`src/rtl/fifo_pixel_reader.sv`:
```
// Drains one IMG_WIDTH x IMG_HEIGHT frame from a pixel FIFO into a valid/ready
// stream with line/frame markers; a 2-entry buffer hides the FIFO read latency.
module fifo_pixel_reader #(
  parameter int IMG_WIDTH  = 64,
  parameter int IMG_HEIGHT = 64,
  parameter int DATA_W     = 8
) (
  input  logic              clk,
  input  logic              rst,
  input  logic              start,
  output logic              busy,
  output logic              frame_done,
  output logic              rd,
  input  logic              fifo_empty,
  input  logic [DATA_W-1:0] data_out,
  output logic              m_valid,
  input  logic              m_ready,
  output logic [DATA_W-1:0] m_data,
  output logic              m_sof,
  output logic              m_eof,
  output logic              m_sol,
  output logic              m_eol
);
  localparam int NPIX = IMG_WIDTH * IMG_HEIGHT;
  localparam int RW   = $clog2(NPIX + 1);
  localparam int XW   = $clog2(IMG_WIDTH);
  localparam int YW   = $clog2(IMG_HEIGHT);
  localparam logic [RW-1:0] REQ_MAX = RW'(NPIX);
  localparam logic [XW-1:0] X_LAST  = XW'(IMG_WIDTH - 1);
  localparam logic [YW-1:0] Y_LAST  = YW'(IMG_HEIGHT - 1);

  typedef enum logic [1:0] {IDLE, RUN, DONE} state_t;

  state_t            state;
  logic [RW-1:0]     req_cnt;
  logic [XW-1:0]     x;
  logic [YW-1:0]     y;
  logic              rd_q;
  logic [1:0]        cnt;
  logic [DATA_W-1:0] buf0, buf1;
  logic              pop;
  logic [2:0]        occ;

  assign pop = m_valid && m_ready;
  // Occupancy after this cycle counting the read already in flight; issuing a
  // new read only while it is below 2 means the buffer can never overflow.
  assign occ = {1'b0, cnt} + {2'b0, rd_q} - {2'b0, pop};
  assign rd  = !rst && (state == RUN) && !fifo_empty && (req_cnt < REQ_MAX) && (occ < 3'd2);

  assign m_valid = (cnt != 2'd0);
  assign m_data  = buf0;
  assign m_sol   = m_valid && (x == '0);
  assign m_eol   = m_valid && (x == X_LAST);
  assign m_sof   = m_valid && (x == '0) && (y == '0);
  assign m_eof   = m_valid && (x == X_LAST) && (y == Y_LAST);

  always_ff @(posedge clk) begin
    if (rst) begin
      state      <= IDLE;
      busy       <= 1'b0;
      frame_done <= 1'b0;
      req_cnt    <= '0;
      x          <= '0;
      y          <= '0;
      rd_q       <= 1'b0;
      cnt        <= 2'd0;
      buf0       <= '0;
      buf1       <= '0;
    end else begin
      rd_q <= rd;
      case (state)
        IDLE: if (start) begin
          state   <= RUN;
          busy    <= 1'b1;
          req_cnt <= '0;
          x       <= '0;
          y       <= '0;
        end
        RUN: begin
          if (rd) req_cnt <= req_cnt + 1'b1;
          if (pop) begin
            if (x == X_LAST) begin
              x <= '0;
              y <= (y == Y_LAST) ? '0 : y + 1'b1;
              if (y == Y_LAST) begin
                state      <= DONE;
                busy       <= 1'b0;
                frame_done <= 1'b1;
              end
            end else begin
              x <= x + 1'b1;
            end
          end
        end
        DONE: begin
          state      <= IDLE;
          frame_done <= 1'b0;
        end
        default: state <= IDLE;
      endcase

      // buf0 is always the head; a simultaneous push/pop shifts through it
      case ({rd_q, pop})
        2'b10: begin
          if (cnt == 2'd0) buf0 <= data_out;
          else             buf1 <= data_out;
          cnt <= cnt + 2'd1;
        end
        2'b01: begin
          buf0 <= buf1;
          cnt  <= cnt - 2'd1;
        end
        2'b11: begin
          if (cnt == 2'd1) buf0 <= data_out;
          else begin
            buf0 <= buf1;
            buf1 <= data_out;
          end
        end
        default: ;
      endcase
    end
  end
endmodule

```
`config.mk`:
```
export PLATFORM = sky130hd
export DESIGN_NAME = fifo_pixel_reader
export DESIGN_NICKNAME = d
export VERILOG_FILES = /design/src/rtl/fifo_pixel_reader.sv
export SDC_FILE = /design/constraint.sdc
export NUM_CORES = 1
export LEC_CHECK = 0
export ABC_AREA = 1
export ABC_CLOCK_PERIOD_IN_PS = 3700
export BUFFER_PORTS_ARGS = -buffer_cell sky130_fd_sc_hd__buf_4
export CAP_MARGIN = 10
export CORE_ASPECT_RATIO = 0.75
export CORE_MARGIN = 1.5
export CORE_UTILIZATION = 30
export DETAILED_ROUTE_END_ITERATION = 10
export PLACE_DENSITY = 0.58
export SLEW_MARGIN = 0
export SYNTH_ARGS = -nofsm -noshare
export SYNTH_HDL_FRONTEND = slang
export SYNTH_SLANG_ARGS = --single-unit
```
`constraint.sdc`:
```
create_clock -name clk -period 3.7 [get_ports clk]
set_input_delay 0.74 -clock clk [delete_from_list [all_inputs] [get_ports clk]]
set_output_delay 0.74 -clock clk [all_outputs]
set_load 0.02 [all_outputs]
```
==> Yosys cells after proc, flatten, opt, wreduce, memory -nomap -nowiden <==
Cells that the tools add are included.
{ "word_totals": {"regBits": 48, "word_cells": 96} }
{ "op_classes": {"n_addsub": 7, "magnitude_cmp": 2, "n_eq_ne": 16, "muxes": 32, "reduce_logical": 29} }
{ "op_table": {"columns": ["op", "n"], "rows": [
  ["6-bit 2-to-1 mux", 6],
  ["8-bit 2-to-1 mux", 4],
  ["13-bit 2-to-1 mux", 2],
  ["13-bit one-hot mux with 2 select lines", 1],
  ["6-bit one-hot mux with 2 select lines", 2],
  ["8-bit one-hot mux with 3 select lines", 1],
  ["8-bit one-hot mux with 2 select lines", 1],
  ["13-bit by 1-bit adder with 13-bit output (second input constant)", 1],
  ["13-bit less-than comparator (second input constant)", 1],
  ["6-bit by 1-bit adder with 6-bit output (second input constant)", 2],
  ["6-bit equality test (second input constant)", 2],
  ["6-bit zero test", 2],
  ["2-bit != test (second input constant)", 6],
  ["4-bit AND reduction", 3],
  ["2-bit nonzero test", 5],
  ["1-bit logical AND", 9],
  ["3-bit AND reduction", 3],
  ["2-bit 2-to-1 mux", 4],
  ["2-bit one-hot mux with 2 select lines", 2],
  ["1-bit 2-to-1 mux", 7],
  ["2-bit by 1-bit equality test with 1-bit output (second input constant)", 3],
  ["2-bit equality test (second input constant)", 3],
  ["5-bit AND reduction", 1],
  ["2-bit zero test", 2],
  ["other kinds (10)", 13]
]} }

==> Logic depth before layout (Yosys ltp) <==
Gate-level depths: netlist (run 1).
{ "depth": {"depth_word": 7, "mapped_depth": 16, "depth_no_buf": 16} }

==> Least setup slack after synthesis (run 1) <==
No wires, ideal clock.
{ "synth_timing": {"path_type": "reg2out", "start": "reg cnt[1]", "end": "out rd", "arrival_ps": 2299, "setup_slack_ps": 661, "stages_incl_launch_ff": 12, "path_buffers": 0, "path_cell_list": "dfxtp_1 -> inv_1 -> ha_1 -> inv_2 -> nand2_4 -> nor2_1 -> o21ai_0 -> fa_1 -> inv_1 -> nor2_1 -> nand3_1 -> nor2_1"} }
{ "synth_via": {"elab_chain_cells": 5, "elab_cells_between_ends": 6, "classes_between": "add/sub (2); order compare (1); reduce/logical (3)"} }
{ "synth_rtl": {"columns": ["element", "line", "source"], "rows": [
  ["start: declaration", "39", "logic [1:0] cnt;"],
  ["start signal: assignment", "107", "cnt <= cnt + 2'd1;"],
  ["start signal: assignment", "111", "cnt <= cnt - 2'd1;"],
  ["2-bit nonzero test", "50", "assign m_valid = (cnt != 2'd0);"],
  ["net m_valid", "16", "output logic m_valid,"],
  ["1-bit logical AND", "44", "assign pop = m_valid && m_ready;"],
  ["3-bit by 1-bit subtractor with 3-bit output", "47", "assign occ = {1'b0, cnt} + {2'b0, rd_q} - {2'b0, pop};"],
  ["3-bit by 2-bit less-than comparator with 1-bit output", "48", "assign rd = !rst && (state == RUN) && !fifo_empty && (req_cnt < REQ_MAX) && (occ < 3'd2);"],
  ["1-bit logical AND", "48", null],
  ["end: declaration", "13", "output logic rd,"]
]} }
The timed path passes the listed nets, and every way through them passes these cells.

==> Worst setup path after layout (run 1) <==
{ "layout_timing": {"start": "reg cnt[0]", "end": "out rd"} }
{ "layout_via": {"elab_chain_cells": 5, "elab_cells_between_ends": 6, "classes_between": "add/sub (2); order compare (1); reduce/logical (3)"} }
{ "layout_rtl": {"columns": ["element", "line"], "rows": [
  ["branches (longest 2 deep; another with 2-bit by 1-bit adder with 3-bit output)", null],
  ["3-bit by 1-bit subtractor with 3-bit output *", "47"],
  ["3-bit by 2-bit less-than comparator with 1-bit output *", "48"],
  ["1-bit logical AND *", "48"]
]} }
Mark *: on every way between the ends.

==> run_results.csv, run 1 <==
group,metric,value,unit
synthesis,synthMostInstantiatedCell,"nand2_1",
synthesis,ys_seq_area_share,37.74,%
synthesis,synth_top_area_cell,"dfxtp_1",
sta,fin_setup_tns,0,ns
clocking,htree_num_levels,2,
grt,overflow,0,
die,placementRows,28,
synthesis,synth_seq_cells,48,
setup_path,cpPeakStageDelay,0.49,ns
clocking,postCtsResizedCells,0,
clocking,cts_max_path_buffers,2,
placement,io_buffer_count,28,
layout,final_nets,423,
setup_path,crit_arrival,2.67,ns
sta,fmax,293.5,MHz
synthesis,netlist_instances,372,
synthesis,synthFlopType,"dfxtp_1",
sta,rsz0062_at_grt,"false",
layout,drive_gt1_share,13.75,%
run,max_cap_viol_count,0,
setup_path,end_kind,"output port",
setup_path,crit_fanout,6,
sta,setup_viol,0,
route,wirelength,5.953,mm
layout,syn_to_final_growth,17.64,%
setup_path,path_delay_family,"adder cells",
clocking,clk_pin_slew,0.06,ns
setup_path,crit_path_top_delay_cell,"fa_1",
sta,maxSlewHeadroom,34.93,%
synthesis,synth_area_leaders,"dfxtp_1 38%, nand2_1 15%, nor2_1 8.7%, inv_1 5.7%, a21oi_1 4.5%",
sta,hold_violations,0,
setup_path,cp.required,2.96,ns
synthesis,synth_cell_types,32,
power_and_ir_drop,ir_drop,0.2210,mV
layout,num_antenna_cells,0,
sta,finClkSkew,0.005643,ns
grt,antenna_found_initial,0,
die,die_area,0.009055,mm²
synthesis,yosysWarnings,0,
route,dr_total_vias,2350,
status,status,"completed",
clocking,cts_tree,"done",
grt,grt_use_total,14.63,%
sta,worst_slew_pin_slew,0.9696,ns
setup_path,cp-start-kind,"register",
power_and_ir_drop,power.total,1576,µW
clocking,cts_sinks,48,
sta,drv_slew,0,
die,die_y,82.79,µm
route,wl_per_cell,11.79,µm
synthesis,async_flop_share,0,%
clocking,ctsHoldBuffers,0,
clocking,clockRootBuffer,"clkbuf_16",
layout,nFillCells,912,
power_and_ir_drop,p_leak,0.001247,µW
route,dr.pass1.iters,4,
layout,multi_input_area,0.001374,mm²
grt,grt_max_degree,24,
placement,globalplace.congestion,0.7998,
layout,regArea,960.9,µm²
die,coreArea,0.008058,mm²
power_and_ir_drop,power_density,526.3,mW/mm²
synthesis,synth_edf_count,0,
route,drt_iter0_drc,141,
clocking,clkLatencyLatePin,0.29,ns
hold_path,hold_path_class,"register to register",
grt,grt_pass1_wl,10.24,mm
sta,period_share,92.09,%
layout,final_util,37.17,%
synthesis,synth_top_area_share,37.74,%
sta,finalCriticalPeriod,3.407,ns
synthesis,syn_avg_cell_area,6.845,µm²
setup_path,worstSetupPathType,"register to output port",
setup_path,worstPathCellList,"inv_1 > ha_1 > inv_2 > nand2_4 > nor2_1 > o21ai_0 > fa_1 > inv_1 > nor2_1 > nand3_1 > nor2_2 > buf_4",
die,io_pins,29,
clocking,post_cts_buffers,0,
synthesis,synth_nets,395,
grt,grt_pass1_vias,2209,
clocking,cts_buffers,5,
die,initial_core_util,31.60,%
route,ant_nets,0,
route,remaining_drc_errors,0,
sta,hold_slack,0.4609,ns
synthesis,yosys-top-cells-count,"103 x nand2_1, 59 x nor2_1, 48 x dfxtp_1",
synthesis,syn_area,0.002546,mm²
placement,hpwl,4.294,mm
setup_path,critical_path_buf_inv_count,4,
route,vias_per_cell,4.653,
die,fp.dieW,109.4,µm
-- layer usage --
| metal | track usage (%) | share of wire, % | vias to the layer above |
|---|---|---|---|
| met3 | 3.591 | 3.9 | 8 |
| met5 | 0 | 0 | - |
| met4 | 4.286 | 1.2 | 0 |
| li1 | - | - | 1244 |
| met1 | 19.84 | 52 | 1069 |
| met2 | 23.04 | 43 | 29 |
-- flip-flops by register name, indices dropped and copies added (netlist names) --
name,cells
state,2
buf1,8
busy,1
m_data,8
cnt,2
x,6
y,6
frame_done,1
req_cnt,13
rd_q,1
-- final timing paths --
path / startpoint / endpoint / slack [ns] / cells after the start
setup reg to reg: cnt[0] / req_cnt[7] / 0.88 / 14
hold reg to reg: buf1[5] / buf1[5] / 0.46 / 2
setup / recovery: cnt[0] / rd / 0.29 / 12
hold / removal: buf1[5] / buf1[5] / 0.46 / 2
-- report_power, final --
part	internal (µW)	total [µW]	leakage, µW	switching [µW]
Sequential	584	624	0.000389	39.8
Clock	284	472	0.0000760	188
Combinational	173	481	0.000782	307
Total	1040	1580	0.00125	535
-- worst register-to-register path, delay by kind of cell (launching register included) --
kind / cells / cell delay [ns]
simple gates: 7 / 0.75
fa+ha+maj: 2 / 0.73
compound gates: 2 / 0.58
flops: 1 / 0.39
buf+inv: 3 / 0.24
-- final cells by class --
type                            instances  share of cell area (%)
Multi-Input combinational cell        274                   45.86
Clock buffer                            7                   5.096
Sequential cell                        48                   32.08
Timing Repair Buffer                   28                   7.018
Inverter                               43                   5.556
Tap cell                              105                   4.386
-- layout by cell type, fill, tap and decap left out, types with 2 or more instances in the layout --
| master | instances |
|---|---|
| nand2_1 | 103 |
| nor2_1 | 58 |
| dfxtp_1 | 48 |
| inv_1 | 39 |
| buf_4 | 28 |
| a21oi_1 | 23 |
| o21ai_0 | 18 |
| nand3_1 | 17 |
| ha_1 | 9 |
| a31oi_1 | 8 |
| nand4_1 | 7 |
| nor3_1 | 6 |
| nand2_4 | 5 |
| clkbuf_16 | 5 |
| inv_2 | 3 |
| xor2_1 | 3 |
| nor2_2 | 2 |
| o21ai_4 | 2 |
| a21oi_2 | 2 |
| o21ai_2 | 2 |
| clkbuf_8 | 2 |
-- stage by stage --
step,instances,worst slack (ns),area [µm²]
after detailed placement,498,0.5021,2840
final,505,0.2926,2995
after CTS,505,0.1911,2993
after global routing,505,0.03983,2995
after global placement,498,0.5157,2840
after floorplan,372,0.6607,2546
-- cells by family after synthesis --
| logic type | after synthesis | synth area share [%] |
|---|---|---|
| xor gates and xnor gates | 3 | 1.032 |
| buffers and inverters | 50 | 8.403 |
| DFF | 48 | 37.74 |
| and+or+nand+nor | 205 | 34.74 |
| adders and majority gates | 10 | 5.209 |
| AOI/OAI and AO/OA | 56 | 12.87 |
No activity file was read; power rests on OpenSTA's default activity.
==> inputs of run 2 (changes only) <==
CTS_BUF_LIST = sky130_fd_sc_hd__clkbuf_2 sky130_fd_sc_hd__clkbuf_4 sky130_fd_sc_hd__clkbuf_8   (was not set)
RECOVER_POWER = 50   (was not set)
==> run 2 against run 1 <==
Net effect:
- the run now ends with max-capacitance violations, max-slew violations left
- global-route usage shrank 0.082 points
- fmax shrank 1.5%
- via count grew 0.77%
- largest power group unchanged
- critical path type unchanged
- sequential power is essentially flat
- setup slack lost 0.050 ns
- utilization shrank 1.4 points
- critical endpoint unchanged
- worst hold slack gained 0.0040 ns
- first-iteration DRC count shrank 4.3%
==> run_results.csv, run 2 (synthesis results as in run 1) <==
group,metric,value,unit
route,drt_iter0_drc,135,
die,initial_core_util,31.60,%
sta,finClkSkew,0.005242,ns
setup_path,worstSetupPathType,"register to output port",
placement,io_buffer_count,28,
layout,final_nets,423,
status,violations,"max-capacitance violations, max-slew violations",
layout,mostFrequentLayoutCell,"nand2_1",
route,ant_nets,0,
clocking,htree_num_levels,2,
hold_path,hold_path_class,"register to register",
layout,largest_reg_flops,13,
clocking,cts_sinks,48,
sta,period_share,93.45,%
grt,grt_max_degree,24,
layout,final_util,35.75,%
clocking,ctsHoldBuffers,0,
sta,worst_slew_pin_slew,1.840,ns
run,max_cap_viol_count,1,
setup_path,worstPathCellList,"inv_1 > ha_1 > inv_2 > nand2_4 > nor2_1 > o21ai_0 > fa_1 > inv_1 > nor2_1 > nand3_1 > nor2_2 > buf_4",
sta,maxSlewHeadroom,-23.95,%
power_and_ir_drop,p_leak,0.001173,µW
sta,finalCriticalPeriod,3.458,ns
layout,fin_cells,505,
sta,fin_setup_tns,0,ns
grt,grt_use_total,14.55,%
layout,final_cell_mix,"104 x nand2_1, 58 x nor2_1, 48 x dfxtp_1",
clocking,cts_buffers,5,
clocking,clkLatencyLatePin,0.30,ns
die,placementRows,28,
route,vias_per_cell,4.689,
sta,hold_violations,0,
clocking,cts_tree,"done",
sta,rsz0062_at_grt,"false",
route,dr_total_vias,2368,
route,wirelength,5.933,mm
setup_path,cpPeakStageDelay,0.50,ns
placement,dp.cells,498,
layout,drive_gt1_share,9.750,%
layout,top_register,"req_cnt",
grt,grt_pass1_vias,2207,
placement,hpwl,4.294,mm
grt,grt_pass1_wl,10.21,mm
layout,num_antenna_cells,0,
die,die_y,82.79,µm
grt,overflow,0,
sta,setup_viol,0,
sta,drv_slew,16,
die,die_area,0.009055,mm²
power_and_ir_drop,ir_drop,0.2055,mV
setup_path,crit_arrival,2.72,ns
layout,syn_to_final_growth,13.12,%
status,status,"finished with violations",
grt,antenna_found_initial,0,
route,wl_per_cell,11.75,µm
power_and_ir_drop,power_density,486.6,mW/mm²
setup_path,cp-start-kind,"register",
clocking,post_cts_buffers,0,
die,coreArea,0.008058,mm²
placement,globalplace.congestion,0.7998,
setup_path,end_kind,"output port",
route,remaining_drc_errors,0,
route,dr.pass1.iters,4,
layout,nFillCells,921,
clocking,cts_max_path_buffers,2,
setup_path,cp.required,2.96,ns
clocking,clockRootBuffer,"clkbuf_8",
sta,fmax,289.2,MHz
die,fp.dieW,109.4,µm
setup_path,crit_path_top_delay_cell,"fa_1",
setup_path,crit_fanout,6,
clocking,clk_pin_slew,0.08,ns
die,io_pins,29,
## run 2: cell types whose count changed in the layout (fill, tap and decap cells not counted), sizes merged
cell,before,now
buf,28,17
clkbuf,7,18
## run 2: layout make-up
type,instances,area [µm²],share of cell area [%]
inverter,43,166.4,5.778
tap,105,131.4,4.561
clock buffer,7,96.34,3.345
sequential,48,960.9,33.36
timing repair buffer,28,168.9,5.864
multi-input combinational,274,1356,47.09
## run 2: where the power goes
part | internal, µW | total (µW) | switching [µW] | leakage [µW]
clock | 167 | 342 | 175 | 0.0000503
sequential | 583 | 622 | 38.6 | 0.000389
combinational | 133 | 438 | 305 | 0.000733
## run 2: timing repair
action / CTS / global route
resized for setup: 0 / 1
setup endpoints to repair: 0 / 1
hold endpoints to repair: 0 / 0
## run 2: routing by layer
metal	share of wire, %	GRT usage [%]
met5	0	0
met4	0.89	3.896
met3	3.4	3.591
met2	41	22.42
met1	54	20.23
## run 2: critical path, delay by kind of cell, from the launching register on
family | cells | cell delay [ns]
fa+ha+maj | 2 | 0.74
flops | 1 | 0.40
compound gates | 1 | 0.15
simple gates | 5 | 0.71
buf+inv | 4 | 0.42
## run 2: per-stage QoR
stage / total power [µW] / hold slack, ns / setup WS [ns] / area [µm²]
6_report: 1402 / 0.4650 / 0.2423 / 2880
3_5_place_dp: 1118 / 0.4532 / 0.5021 / 2840
2_1_floorplan: 959.7 / 0.4374 / 0.6607 / 2546
3_3_place_gp: 1113 / 0.4488 / 0.5157 / 2840
5_1_grt: 1503 / 0.4763 / 0.02343 / 2880
4_1_cts: 1466 / 0.4666 / 0.1455 / 2937
## run 2: worst paths after layout
kind                            startpoint      end  slack (ns)  cells past startpoint
worst max-delay path                cnt[0]       rd        0.24                     12
worst min-delay path               buf1[5]  buf1[5]        0.46                      2
worst max register to register      cnt[0]     x[4]        0.61                      9
worst min register to register     buf1[5]  buf1[5]        0.46                      2
